**config.mk**
```make
export PLATFORM = sky130hd
export DESIGN_NAME = pipeline_ctrl
export DESIGN_NICKNAME = d
export VERILOG_FILES = /design/src/rtl/pipeline_ctrl_pkg.sv /design/src/rtl/pipeline_ctrl_fwd.sv /design/src/rtl/pipeline_ctrl.sv
export SDC_FILE = /design/constraint.sdc
export NUM_CORES = 1
export LEC_CHECK = 0
export ABC_CLOCK_PERIOD_IN_PS = 2600
export CELL_PAD_IN_SITES_DETAIL_PLACEMENT = 1
export CELL_PAD_IN_SITES_GLOBAL_PLACEMENT = 2
export CORE_MARGIN = 2
export CORE_UTILIZATION = 25
export CTS_BUF_LIST = sky130_fd_sc_hd__clkbuf_8
export DETAILED_ROUTE_END_ITERATION = 10
export PLACE_DENSITY_LB_ADDON = 0.1
export SYNTH_ARGS = -nofsm -noshare
export SYNTH_HDL_FRONTEND = slang
export SYNTH_SLANG_ARGS = --single-unit
```
**constraint.sdc**
```tcl
create_clock -name clk -period 2.6 [get_ports clk]
set_input_delay 0.52 -clock clk [delete_from_list [all_inputs] [get_ports clk]]
set_output_delay 0.52 -clock clk [all_outputs]
set_load 0.03 [all_outputs]
```
**src/rtl/pipeline_ctrl_pkg.sv**
```systemverilog
// Shared definitions for the pipeline hazard controller: FSM state encoding,
// forwarding-source codes and the register-match helper used by forwarding.
package pipeline_ctrl_pkg;

    typedef enum logic [1:0] {
        ST_RUN      = 2'd0,
        ST_MEM_WAIT = 2'd1,
        ST_FAULT    = 2'd2
    } state_e;

    localparam logic [1:0] FWD_RF  = 2'b00;
    localparam logic [1:0] FWD_WB  = 2'b01;
    localparam logic [1:0] FWD_MEM = 2'b10;

    // x0 is hard-wired zero, so a write to it never produces a forwardable value.
    function automatic logic reg_hit(input logic werf, input logic [4:0] rd,
                                     input logic [4:0] rs);
        return werf && (rd != 5'd0) && (rd == rs);
    endfunction

endpackage

```
**src/rtl/pipeline_ctrl_fwd.sv**
```systemverilog
// EX-operand forwarding selection; the MEM stage is younger than WB and so
// holds the more recent value when both match.
module fwd_unit
    import pipeline_ctrl_pkg::*;
(
    input  logic [4:0] i_ex_rs1,
    input  logic [4:0] i_ex_rs2,
    input  logic [4:0] i_mem_rd,
    input  logic       i_mem_werf,
    input  logic [4:0] i_wb_rd,
    input  logic       i_wb_werf,
    output logic [1:0] o_fwd_a_sel,
    output logic [1:0] o_fwd_b_sel
);

    always_comb begin
        o_fwd_a_sel = FWD_RF;
        o_fwd_b_sel = FWD_RF;
        if (reg_hit(i_mem_werf, i_mem_rd, i_ex_rs1))
            o_fwd_a_sel = FWD_MEM;
        else if (reg_hit(i_wb_werf, i_wb_rd, i_ex_rs1))
            o_fwd_a_sel = FWD_WB;
        if (reg_hit(i_mem_werf, i_mem_rd, i_ex_rs2))
            o_fwd_b_sel = FWD_MEM;
        else if (reg_hit(i_wb_werf, i_wb_rd, i_ex_rs2))
            o_fwd_b_sel = FWD_WB;
    end

endmodule

```
**src/rtl/pipeline_ctrl.sv**
```systemverilog
// Five-stage pipeline hazard controller: memory-wait FSM with timeout fault,
// branch/load-use stage control, forwarding selects and a stall counter.
module pipeline_ctrl
    import pipeline_ctrl_pkg::*;
#(
    parameter int MAX_WAIT = 16
) (
    input  logic        clk,
    input  logic        rst,
    input  logic [4:0]  id_rs1,
    input  logic [4:0]  id_rs2,
    input  logic [4:0]  ex_rs1,
    input  logic [4:0]  ex_rs2,
    input  logic [4:0]  ex_rd,
    input  logic        ex_mem_read,
    input  logic        ex_branch_taken,
    input  logic [4:0]  mem_rd,
    input  logic        mem_werf,
    input  logic        mem_req,
    input  logic        mem_ready,
    input  logic [4:0]  wb_rd,
    input  logic        wb_werf,
    output logic        pc_en,
    output logic        ifid_en,
    output logic        idex_en,
    output logic        exmem_en,
    output logic        memwb_en,
    output logic        ifid_flush,
    output logic        idex_flush,
    output logic        exmem_flush,
    output logic        memwb_flush,
    output logic [1:0]  fwd_a_sel,
    output logic [1:0]  fwd_b_sel,
    output logic        mem_err,
    output logic [31:0] stall_cycles,
    output logic [1:0]  dbg_state
);

    localparam int CW = $clog2(MAX_WAIT + 1);

    state_e         r_state;
    state_e         w_next_state;
    logic [CW-1:0]  r_wait_cnt;
    logic [31:0]    r_stall_cycles;
    logic           w_mem_stall;
    logic           w_load_use;
    logic           w_wait_last;
    logic [1:0]     w_fwd_a;
    logic [1:0]     w_fwd_b;

    assign w_mem_stall = (r_state != ST_FAULT) && mem_req && !mem_ready;
    assign w_load_use  = ex_mem_read && (ex_rd != 5'd0) &&
                         ((ex_rd == id_rs1) || (ex_rd == id_rs2));
    assign w_wait_last = (r_wait_cnt == CW'(MAX_WAIT - 1));

    always_comb begin
        w_next_state = r_state;
        case (r_state)
            ST_RUN:      if (mem_req && !mem_ready) w_next_state = ST_MEM_WAIT;
            ST_MEM_WAIT: begin
                if (mem_ready)        w_next_state = ST_RUN;
                else if (w_wait_last) w_next_state = ST_FAULT;
            end
            ST_FAULT:    w_next_state = ST_FAULT;
            default:     w_next_state = ST_RUN;
        endcase
    end

    // Counter sits at zero throughout RUN, which clears it on MEM_WAIT entry.
    always_ff @(posedge clk or negedge rst) begin
        if (!rst) begin
            r_state    <= ST_RUN;
            r_wait_cnt <= '0;
        end else begin
            r_state <= w_next_state;
            if (r_state == ST_RUN)
                r_wait_cnt <= '0;
            else if (r_state == ST_MEM_WAIT && !mem_ready)
                r_wait_cnt <= r_wait_cnt + CW'(1);
        end
    end

    // Stage control is purely combinational; reset forces everything idle.
    always_comb begin
        pc_en       = 1'b0;
        ifid_en     = 1'b0;
        idex_en     = 1'b0;
        exmem_en    = 1'b0;
        memwb_en    = 1'b0;
        ifid_flush  = 1'b0;
        idex_flush  = 1'b0;
        exmem_flush = 1'b0;
        memwb_flush = 1'b0;
        if (rst && r_state != ST_FAULT) begin
            if (w_mem_stall) begin
                memwb_en    = 1'b1;
                memwb_flush = 1'b1;
            end else begin
                pc_en    = 1'b1;
                ifid_en  = 1'b1;
                idex_en  = 1'b1;
                exmem_en = 1'b1;
                memwb_en = 1'b1;
                if (ex_branch_taken) begin
                    ifid_flush = 1'b1;
                    idex_flush = 1'b1;
                end else if (w_load_use) begin
                    pc_en      = 1'b0;
                    ifid_en    = 1'b0;
                    idex_flush = 1'b1;
                end
            end
        end
    end

    always_ff @(posedge clk or negedge rst) begin
        if (!rst)
            r_stall_cycles <= '0;
        else if (!pc_en && r_state != ST_FAULT && r_stall_cycles != 32'hFFFF_FFFF)
            r_stall_cycles <= r_stall_cycles + 32'd1;
    end

    fwd_unit u_fwd (
        .i_ex_rs1    (ex_rs1),
        .i_ex_rs2    (ex_rs2),
        .i_mem_rd    (mem_rd),
        .i_mem_werf  (mem_werf),
        .i_wb_rd     (wb_rd),
        .i_wb_werf   (wb_werf),
        .o_fwd_a_sel (w_fwd_a),
        .o_fwd_b_sel (w_fwd_b)
    );

    assign fwd_a_sel    = rst ? w_fwd_a : FWD_RF;
    assign fwd_b_sel    = rst ? w_fwd_b : FWD_RF;
    assign mem_err      = rst && (r_state == ST_FAULT);
    assign stall_cycles = r_stall_cycles;
    assign dbg_state    = r_state;

endmodule

```
### Word level (Yosys, flattened, before mapping)

Index checks and enable logic that the tools add are counted.
W data, S select, Z words.

| storage, ports and cells | value |
|---|---|
| output and inout port bits | 48 |
| memories | 0 |
| memory bits (read-only) | 0 |
| memory bits (writable) | 0 |
| latch bits | 0 |
| register bits after elaboration | 39 |
| word-level logic and storage cells | 71 |
| input port bits | 43 |

| cells by class | value |
|---|---|
| $add $sub $neg | 2 |
| div/mod/pow operators | 0 |
| bitwise logic cells | 0 |
| shift operators | 0 |
| equality and inequality tests | 13 |
| reductions and logical operators | 25 |
| $mul | 0 |
| multiplexer cells | 28 |
| $lt $le $gt $ge | 0 |

Operators with widths:

| operator | count |
|---|---|
| $add A32 B1 Y32 const B | 1 |
| $ne A32 B32 Y1 const B | 1 |
| $eq A5 B5 Y1 | 6 |
| $mux W1 | 18 |
| $logic_and A1 B1 Y1 | 16 |
| $reduce_bool A5 Y1 | 3 |
| $mux W2 | 7 |
| $mux W5 | 2 |
| $pmux W2 S3 | 1 |
| $add A5 B1 Y5 const B | 1 |
| $eq A5 B4 Y1 const B | 1 |
| $ne A2 B2 Y1 const B | 2 |
| $ne A3 B3 Y1 const B | 1 |
| $eq A2 B1 Y1 const B | 1 |
| $eq A2 B2 Y1 const B | 1 |
| $logic_not A1 Y1 | 2 |
| $logic_not A2 Y1 | 1 |
| $reduce_and A2 Y1 | 1 |
| $reduce_bool A2 Y1 | 1 |
| $logic_or A1 B1 Y1 | 1 |

### Logic depth before layout (Yosys ltp)

Gate-level depths: netlist of the first run.

| depth | value |
|---|---|
| depth in word-level cells | 10 |
| depth in mapped cells | 8 |
| depth with buffers taken out | 7 |

### By module

From an unflattened synthesis of the first run, not the netlist that was laid out.

| unflattened totals | value |
|---|---|
| cell total of the unflattened synthesis | 249 |
| area total of the unflattened synthesis | 2449.8 µm² |

By module, submodules not included:

| module | instances | seq. area each (µm²) | area each (µm²) | cells an instance |
|---|---|---|---|---|
| pipeline_ctrl | 1 | 975.9 | 2192.1 | 215 |
| fwd_unit | 1 | 0.0 | 257.7 | 34 |

### Worst setup path before layout of the first run

No wires, ideal clock.

| timing | value |
|---|---|
| path kind | register to output |
| from | register r_state[1], in the netlist dbg_state[1] |
| to | output port pc_en |
| slack | -0.512 ns |
| path buffers | 2 |
| data arrival time | 2.592 ns |
| data required time | 2.080 ns |
| stages on the path, launching flop included | 7 |
| path through | dfrtp_1 -> clkbuf_1 -> nand2b_1 -> nand2_1 -> nor2_1 -> a21boi_0 -> buf_4 |

| on the way | value |
|---|---|
| longest elaborated chain between the ends | 5 |
| elaborated cells on any way between the ends | 6 |
| those cells by class | 1 x eq/ne; 2 x mux; 3 x reduce/logical |

Ends and longest elaborated chain:

| what | line | RTL |
|---|---|---|
| from (decl) | pipeline_ctrl.sv:41 | `state_e r_state;` |
| from (signal assigned) | pipeline_ctrl.sv:75 | `r_state <= w_next_state;` |
| $ne A2 B2 Y1 * | pipeline_ctrl.sv:51, pipeline_ctrl.sv:94 |  |
| $logic_and A1 B1 Y1 (2 in a row) | pipeline_ctrl.sv:51 | `assign w_mem_stall = (r_state != ST_FAULT) && mem_req && !mem_ready;` |
| $mux W1 | -- |  |
| $mux W1 * | -- |  |
| to (decl) | pipeline_ctrl.sv:23 | `output logic pc_en,` |

Mark *: on every way between the ends. The rest lies on a longest branch, timed or not.

### Worst setup path in the final report of the first run

| timing | value |
|---|---|
| from | input port mem_werf |
| to | output port fwd_b_sel[1] |

| on the way | value |
|---|---|
| longest elaborated chain between the ends | 4 |

Ends and longest elaborated chain:

| what | line | RTL |
|---|---|---|
| from (decl) | pipeline_ctrl.sv:18 | `input logic mem_werf,` |
| $logic_and A1 B1 Y1 (2 in a row) | pipeline_ctrl_pkg.sv:18 | `return werf && (rd != 5'd0) && (rd == rs);` |
| $mux W2 | pipeline_ctrl_fwd.sv:23 | `if (reg_hit(i_mem_werf, i_mem_rd, i_ex_rs2))` |
| $mux W2 | pipeline_ctrl.sv:135 | `assign fwd_b_sel = rst ? w_fwd_b : FWD_RF;` |
| to (decl) | pipeline_ctrl.sv:33 | `output logic [1:0] fwd_b_sel,` |

Every way passes these cells.

==> results of run 1 <==
[synthesized netlist by cell type (3+ instances only)]
library cell,instances
nand2_1,17
nand3_1,18
xor2_1,20
nor3_1,8
and2_1,6
a21oi_1,3
nor4_1,7
mux2_2,3
nand3_2,5
buf_4,3
dfrtp_1,39
inv_1,4
or4_1,3
ha_1,3
nor2_1,10
xnor2_1,40
and3_1,8
nand4_1,7
a22o_1,5
nand2b_1,4
[cell families after synthesis]
kind of cell / synth area share
multiplexers: 0.0138
flip-flops: 0.399
AO/OA/AOI/OAI: 0.0691
AND/OR/NAND/NOR: 0.257
XOR/XNOR: 0.215
buffers and inverters: 0.0297
other: 0.00153
adder cells (fa/ha/maj): 0.0153
[cell type report]
type	count	area (µm²)	area share
multi-input cells	197	1450	0.380
repair buffers	123	1120	0.294
clock buffers	6	82.6	0.0216
clock inverters	1	5.00	0.00131
inverters	4	15.0	0.00394
flip-flops and latches	39	976	0.256
well taps	133	166	0.0436
[worst paths after layout]
kind / endpoint / slack [ns] / cells past startpoint
worst min-delay path: dbg_state[1] / 0.08 / 1
max in group asynchronous: stall_cycles[31] / 1.94 / 2
worst min register to register: stall_cycles[23] / 0.50 / 1
min in group clk: stall_cycles[23] / 0.50 / 1
worst max register to register: stall_cycles[30] / 0.38 / 5
worst max-delay path: fwd_b_sel[1] / 0.06 / 6
[power by group]
| part | internal, mW | switching, mW |
|---|---|---|
| Sequential | 0.665 | 0.0853 |
| Clock | 0.209 | 0.215 |
| Combinational | 0.296 | 0.302 |
| Total | 1.17 | 0.602 |
[state kept, by name, indices dropped and copies added, names as in the netlist]
name,flops
dbg_state,2
r_wait_cnt,5
stall_cycles,32
[metal layers]
metal | GRT usage | share of wire
met5 | 0 | 0
met4 | 0.0344 | 0.014
met3 | 0.0251 | 0.036
met2 | 0.241 | 0.49
met1 | 0.184 | 0.46
[stage by stage]
step	cell area [µm²]	setup WS [ns]	hold WS (ns)	power [mW]
global route	3810	-0.0222	0.0887	1.88
floorplan	2460	-0.0618	0.224	1.05
detailed placement	3700	-0.510	0.396	1.37
CTS	3790	0.0146	0.0842	1.80
global placement	3700	-0.507	0.396	1.36
finish	3810	0.0600	0.0806	1.77
[timing repair]
action,CTS,global route
buffers inserted,0,1
endpoints found under the setup margin,4,6
pin swaps,7,6
resized for setup,24,14
cloned,0,0
[worst max-delay path, stage by stage]
cell             delay (ns)
clkdlybuf4s50_1        0.51
o21ai_4                0.09
buf_4                  0.14
nor4_2                 0.30
and2_1                 0.17
clkdlybuf4s18_2        0.29
==> results.yml, run 1 <==
route:
  wl_um: 7200
  vias_per_cell: 4.57
  antenna_left: 0
  wl_per_cell_um: 14.3
  first_pass_iters: 4
  route.detailed.drc: 0
  via_count: 2300
  drt_iter0_markers: 36
global_routing:
  grt_pass1_vias: 2413
  grtUsageTotal: 0.141
  grt_pass1_wl_um: 11700
  grt_max_degree: 24
  grt_overflow: 0
  antenna_found_initial: 0
synthesis:
  ys_ff_latch: 39
  synth_cells: 248
  yosys-top-cells-area: "dfrtp_1, xnor2_1, xor2_1, nand3_1, nand2_1"
  synth_seq_area_share: 0.399
  syn_area_mm2: 0.00245
  yosysTopAreaCell: "dfrtp_1"
  synth_top_area_frac: 0.399
  avgSynthCellArea_um2: 9.86
  yosys_warnings: 0
  synth_ff_type: "dfrtp_1"
  synth_edf_count: 0
  async_flop_share: 1.00
  synth.distinct_cells: 45
  synth_nets: 294
clock_network:
  cts_hold_buf: 0
  path_clk_slew_ns: 0.08
  cts_buffers: 5
  cts_tree: "done"
  insertion_delay_ns: 0.29
  ctsHtreeMaxLevel: 2
  clock_path_buffers: 2
  clock_sinks: 39
  cts_root_buffer: "clkbuf_8"
final_layout:
  final_util: 0.396
  instances_no_fill: 503
  antenna_cells: 0
  layout_commonest_cell: "clkdlybuf4s50_1"
  drive_gt1_frac: 0.222
  nFillCells: 1133
  final_cell_mix: "clkdlybuf4s50_1, buf_4, xnor2_1"
  area_growth_pct: 56.0
  nNetsFinal: 416
timing:
  max-slew-margin-rel: 0.665
  fin_crit_ns: 2.54
  finalHoldViolations: 0
  max_freq_mhz: 394
  setup_viol: 0
  setup_tns_ns: 0
  final_max_slew_viol_count: 0
  tightest_slew_ns: 0.503
  timing.final.crit_share: 0.977
  clock_skew_ns: 0.0115
hold_path:
  min-delay-path-class: "in -> async"
setup_path:
  crit_required_ns: 2.08
  worst-path-max-fanout: 2
  r2r-start: "stall_cycles[17]"
  start_kind: "input port"
  worstSetupPathType: "in -> out"
  crit_start: "mem_werf"
  cp.arrival_ns: 2.02
  crit_path_end_kind: "primary output"
placed_design:
  dpl.hpwl_um: 5650
  place_congestion: 0.805
  place.detailed.instances: 495
  port-buffer-count: 89
die:
  start_util: 0.254
  die_y_um: 103
  die-area_mm2: 0.0106
  die_width_um: 103
  coreArea_mm2: 0.00964
  core.rowCount: 36
  io_pins: 91
job:
  drv_cap: 0
power:
  ir_drop_v: 0.000441
  power_density_mw_per_mm2: 465
  cellLeakagePower_nw: 1.59
run_status:
  status: "completed"
Note: power is estimated with default switching activity, not from simulation.
==> inputs of run 2 (changes only) <==
Settings changed: CORE_UTILIZATION 25 to 39, DONT_BUFFER_PORTS from default to 1, SETUP_SLACK_MARGIN from default to 0.4.
==> results.yml, run 2 (synthesis gave the netlist of run 1 again) <==
timing:
  clock_skew_ns: 0.00848
  rsz0062_at_grt: "true"
  tightest_slew_ns: 0.552
  final_max_slew_viol_count: 0
  setup_viol: 0
  timing.final.crit_share: 0.859
  max_freq_mhz: 448
  whs_ns: 0.0522
  setup_tns_ns: 0
  finalHoldViolations: 0
  max-slew-margin-rel: 0.631
  fin_crit_ns: 2.23
global_routing:
  grt_pass1_vias: 2091
  grt_most_used_layer: "met2"
  antenna_found_initial: 0
  grt_pass1_wl_um: 10200
  grt_max_degree: 40
  grtUsageMet1: 0.231
  grtUsageMet2: 0.283
  grtUsageTotal: 0.181
  grt_util_met3: 0.0785
  grt_overflow: 0
route:
  via_count: 1980
  vias_per_cell: 5.58
  route.detailed.drc: 0
  antenna_left: 0
  wl_um: 6280
  first_pass_iters: 4
  drt_iter0_markers: 66
  wl_per_cell_um: 17.7
final_layout:
  largest_reg_flops: 32
  final_cell_mix: "xnor2_1, dfrtp_1, buf_4"
  nFillCells: 690
  design_area_mm2: 0.00298
  register_area_um2: 986
  area_growth_pct: 21.9
  nNetsFinal: 325
  multiInputGateArea_mm2: 0.00155
  layout_commonest_cell: "xnor2_1"
  drive_gt1_frac: 0.286
  antenna_cells: 0
run_status:
  status: "completed"
power:
  ir_drop_v: 0.000303
  cellLeakagePower_nw: 1.21
  power.total_mw: 1.61
  power_density_mw_per_mm2: 539
die:
  core.rowCount: 28
  die-area_mm2: 0.00692
  coreArea_mm2: 0.00599
  die_y_um: 83.2
  start_util: 0.408
  die_width_um: 83.2
  io_pins: 91
setup_path:
  crit_path_end_kind: "primary output"
  worst-path-max-fanout: 2
  worstSetupPathType: "in -> out"
  start_kind: "input port"
  crit_required_ns: 2.08
  cp.arrival_ns: 1.71
clock_network:
  clock_sinks: 39
  insertion_delay_ns: 0.30
  cts_tree: "done"
  cts_root_buffer: "clkbuf_8"
  cts_buffers: 5
  clock_path_buffers: 2
  ctsHtreeMaxLevel: 2
  path_clk_slew_ns: 0.08
job:
  drv_cap: 0
placed_design:
  place_congestion: 0.746
  port-buffer-count: 0
  dpl_cell_area_mm2: 0.00275
  dpl.hpwl_um: 4530
hold_path:
  min-delay-path-class: "in -> async"
==> run 2: final timing paths <==
kind / cells past startpoint / to / start / slack [ns]
max: 3 / fwd_a_sel[0] / ex_rs1[2] / 0.37
min: 1 / stall_cycles[6] / rst / 0.05
max reg2reg: 5 / stall_cycles[30] / stall_cycles[19] / 0.44
min reg2reg: 2 / r_wait_cnt[4] / r_wait_cnt[4] / 0.53
max in group asynchronous: 1 / dbg_state[0] / rst / 2.33
min in group clk: 1 / dbg_state[0] / mem_ready / 0.29
==> run 2: per-stage QoR <==
step	utilization	cells	setup WS, ns
4_1_cts	0.479	352	0.324
3_3_place_gp	0.460	343	0.351
6_report	0.498	355	0.367
3_5_place_dp	0.460	343	0.340
2_1_floorplan	-	248	0.375
5_1_grt	0.498	355	0.326
==> run 2: final cells by class <==
cell class                 count  share of cell area
inverter                       4             0.00504
clock buffer                   5              0.0231
tap                           75              0.0315
timing repair buffer          30              0.0839
clock inverter                 3             0.00546
multi-input combinational    199               0.520
sequential                    39               0.331
==> run 2: report_power, final <==
group | leakage [nW] | switching [mW] | internal [mW] | total [mW]
Sequential | 0.499 | 0.0845 | 0.665 | 0.749
Clock | 0.0453 | 0.222 | 0.184 | 0.406
Combinational | 0.666 | 0.272 | 0.179 | 0.451
==> run 2: what timing repair did <==
item                                    4_1_cts  5_1_grt
setup buffers                                 0        1
hold buffers                                  1        0
endpoints found under the setup margin       18       38
gates cloned                                  0        2
gates resized for setup                       2       19
hold endpoints to repair                     39        0
pin swaps                                     0        9
==> run 2: routing by layer <==
| layer | part of all wire | vias up | routed length, µm |
|---|---|---|---|
| met1 | 0.44 | 981 | 2760 |
| met2 | 0.46 | 61 | 2900 |
| met4 | 0.011 | 0 | 71 |
| met3 | 0.088 | 6 | 552 |
| met5 | 0 | - | 0 |
| li1 | - | 932 | - |
==> run 2: worst max-delay path, stage by stage <==
cell and delay [ns]:
xor2_1 0.14, or4_4 0.54, nor4_4 0.52
==> inputs of run 3 (changes only) <==
Settings changed: REMOVE_ABC_BUFFERS from default to 1.
==> results.yml, run 3 (synthesis gave the netlist of run 1 again) <==
clock_network:
  path_clk_slew_ns: 0.08
  cts_buffers: 5
  clock_sinks: 39
  cts_tree: "done"
  insertion_delay_ns: 0.30
  clock_path_buffers: 2
  ctsHtreeMaxLevel: 2
  cts_root_buffer: "clkbuf_8"
route:
  dr_wl_met2_um: 3180
  wl_per_cell_um: 17.4
  m1WireLength_um: 2660
  route.detailed.drc: 0
  drt_iter0_markers: 28
  antenna_left: 0
  dr.max_layer_used: "met4"
  wl_um: 6280
  first_pass_iters: 4
  vias_per_cell: 5.45
  via_count: 1974
  wl_met3_um: 370
power:
  ir_drop_v: 0.000459
  cellLeakagePower_nw: 1.25
  power.total_mw: 1.73
  power_density_mw_per_mm2: 586
setup_path:
  crit_required_ns: 2.08
  path_delay_family: "simple AND/OR/NAND/NOR gates"
  crit_path_top_delay_cell: "or4_1"
  worstPathCellList: "xor2_1, or4_1, nor4_2, buf_4"
  critPathBufInv: 1
  cp.arrival_ns: 1.70
  start_kind: "input port"
  worst-path-max-fanout: 3
  worstSetupPathType: "in -> out"
  crit_path_end_kind: "primary output"
  critical-path-max-stage-delay_ns: 0.55
placed_design:
  place.detailed.instances: 352
  post-place-ws_ns: 0.197
  place_congestion: 0.823
  dpl.hpwl_um: 4650
  port-buffer-count: 0
  dpl_cell_area_mm2: 0.00276
final_layout:
  area_growth_pct: 20.7
  layout_commonest_cell: "xnor2_1"
  instances_no_fill: 362
  design_area_mm2: 0.00295
  nNetsFinal: 332
  final_util: 0.493
  largest_reg_flops: 32
  multiInputGateArea_mm2: 0.00144
  register_area_um2: 980
  drive_gt1_frac: 0.258
  antenna_cells: 0
  final_cell_mix: "xnor2_1, buf_4, dfrtp_1"
  nFillCells: 695
timing:
  clock_skew_ns: 0.00841
  max-slew-margin-rel: 0.635
  fin_crit_ns: 2.22
  finalHoldViolations: 0
  timing.final.crit_share: 0.853
  worst_slack_ns: 0.382
  tightest_slew_ns: 0.545
  final_max_slew_viol_count: 0
  setup_viol: 0
  rsz0062_at_grt: "true"
  max_freq_mhz: 451
die:
  die_width_um: 83.2
  start_util: 0.408
  die_y_um: 83.2
  io_pins: 91
  die-area_mm2: 0.00692
  coreArea_mm2: 0.00599
  core.rowCount: 28
global_routing:
  antenna_found_initial: 0
  grtUsageTotal: 0.184
  grt_overflow: 0
  grt_pass1_vias: 2085
  grt_max_degree: 40
  grt_pass1_wl_um: 10400
run_status:
  status: "completed"
job:
  drv_cap: 0
hold_path:
  min-delay-path-class: "in -> async"
run 3: routing by layer:
layer	vias to the layer above	track usage
met2	48	0.310
met5	-	0
met1	973	0.231
li1	944	-
met4	0	0.0492
met3	9	0.0537
run 3: final timing paths:
kind | from | to | slack (ns) | cells past startpoint
max in group asynchronous | rst | stall_cycles[11] | 2.33 | 1
min in group clk | mem_ready | dbg_state[0] | 0.30 | 1
worst max register to register | stall_cycles[14] | stall_cycles[30] | 0.55 | 5
worst min-delay path | rst | stall_cycles[7] | 0.05 | 1
worst min register to register | r_wait_cnt[4] | r_wait_cnt[4] | 0.53 | 2
worst max-delay path | wb_rd[3] | fwd_a_sel[0] | 0.38 | 4
run 3: per-stage QoR:
stage                     setup TNS, ns  hold WS [ns]
after floorplan                   -2.63         0.224
after global placement                0         0.226
after detailed placement              0         0.227
after CTS                             0        0.0587
after global routing                  0        0.0594
final                                 0        0.0503
run 3: repair_timing:
action / 4_1_cts / 5_1_grt
pin swaps: 2 / 3
hold buffers: 1 / 0
hold endpoints to repair: 39 / 0
resized for setup: 5 / 8
endpoints found under the setup margin: 6 / 27
buffers inserted: 0 / 1
run 3: where the power goes:
| group | leakage, nW | switching (mW) | internal, mW |
|---|---|---|---|
| Sequential | 0.506 | 0.0513 | 0.665 |
| Clock | 0.0612 | 0.229 | 0.311 |
| Combinational | 0.688 | 0.291 | 0.182 |
| Total | 1.25 | 0.571 | 1.16 |
run 3: area by class of cell:
type                       count  area share
clock inverter                 2      0.0119
clock buffer                   6      0.0280
multi-input combinational    197       0.488
tap                           75      0.0318
sequential                    39       0.332
timing repair buffer          39       0.103
inverter                       4     0.00509
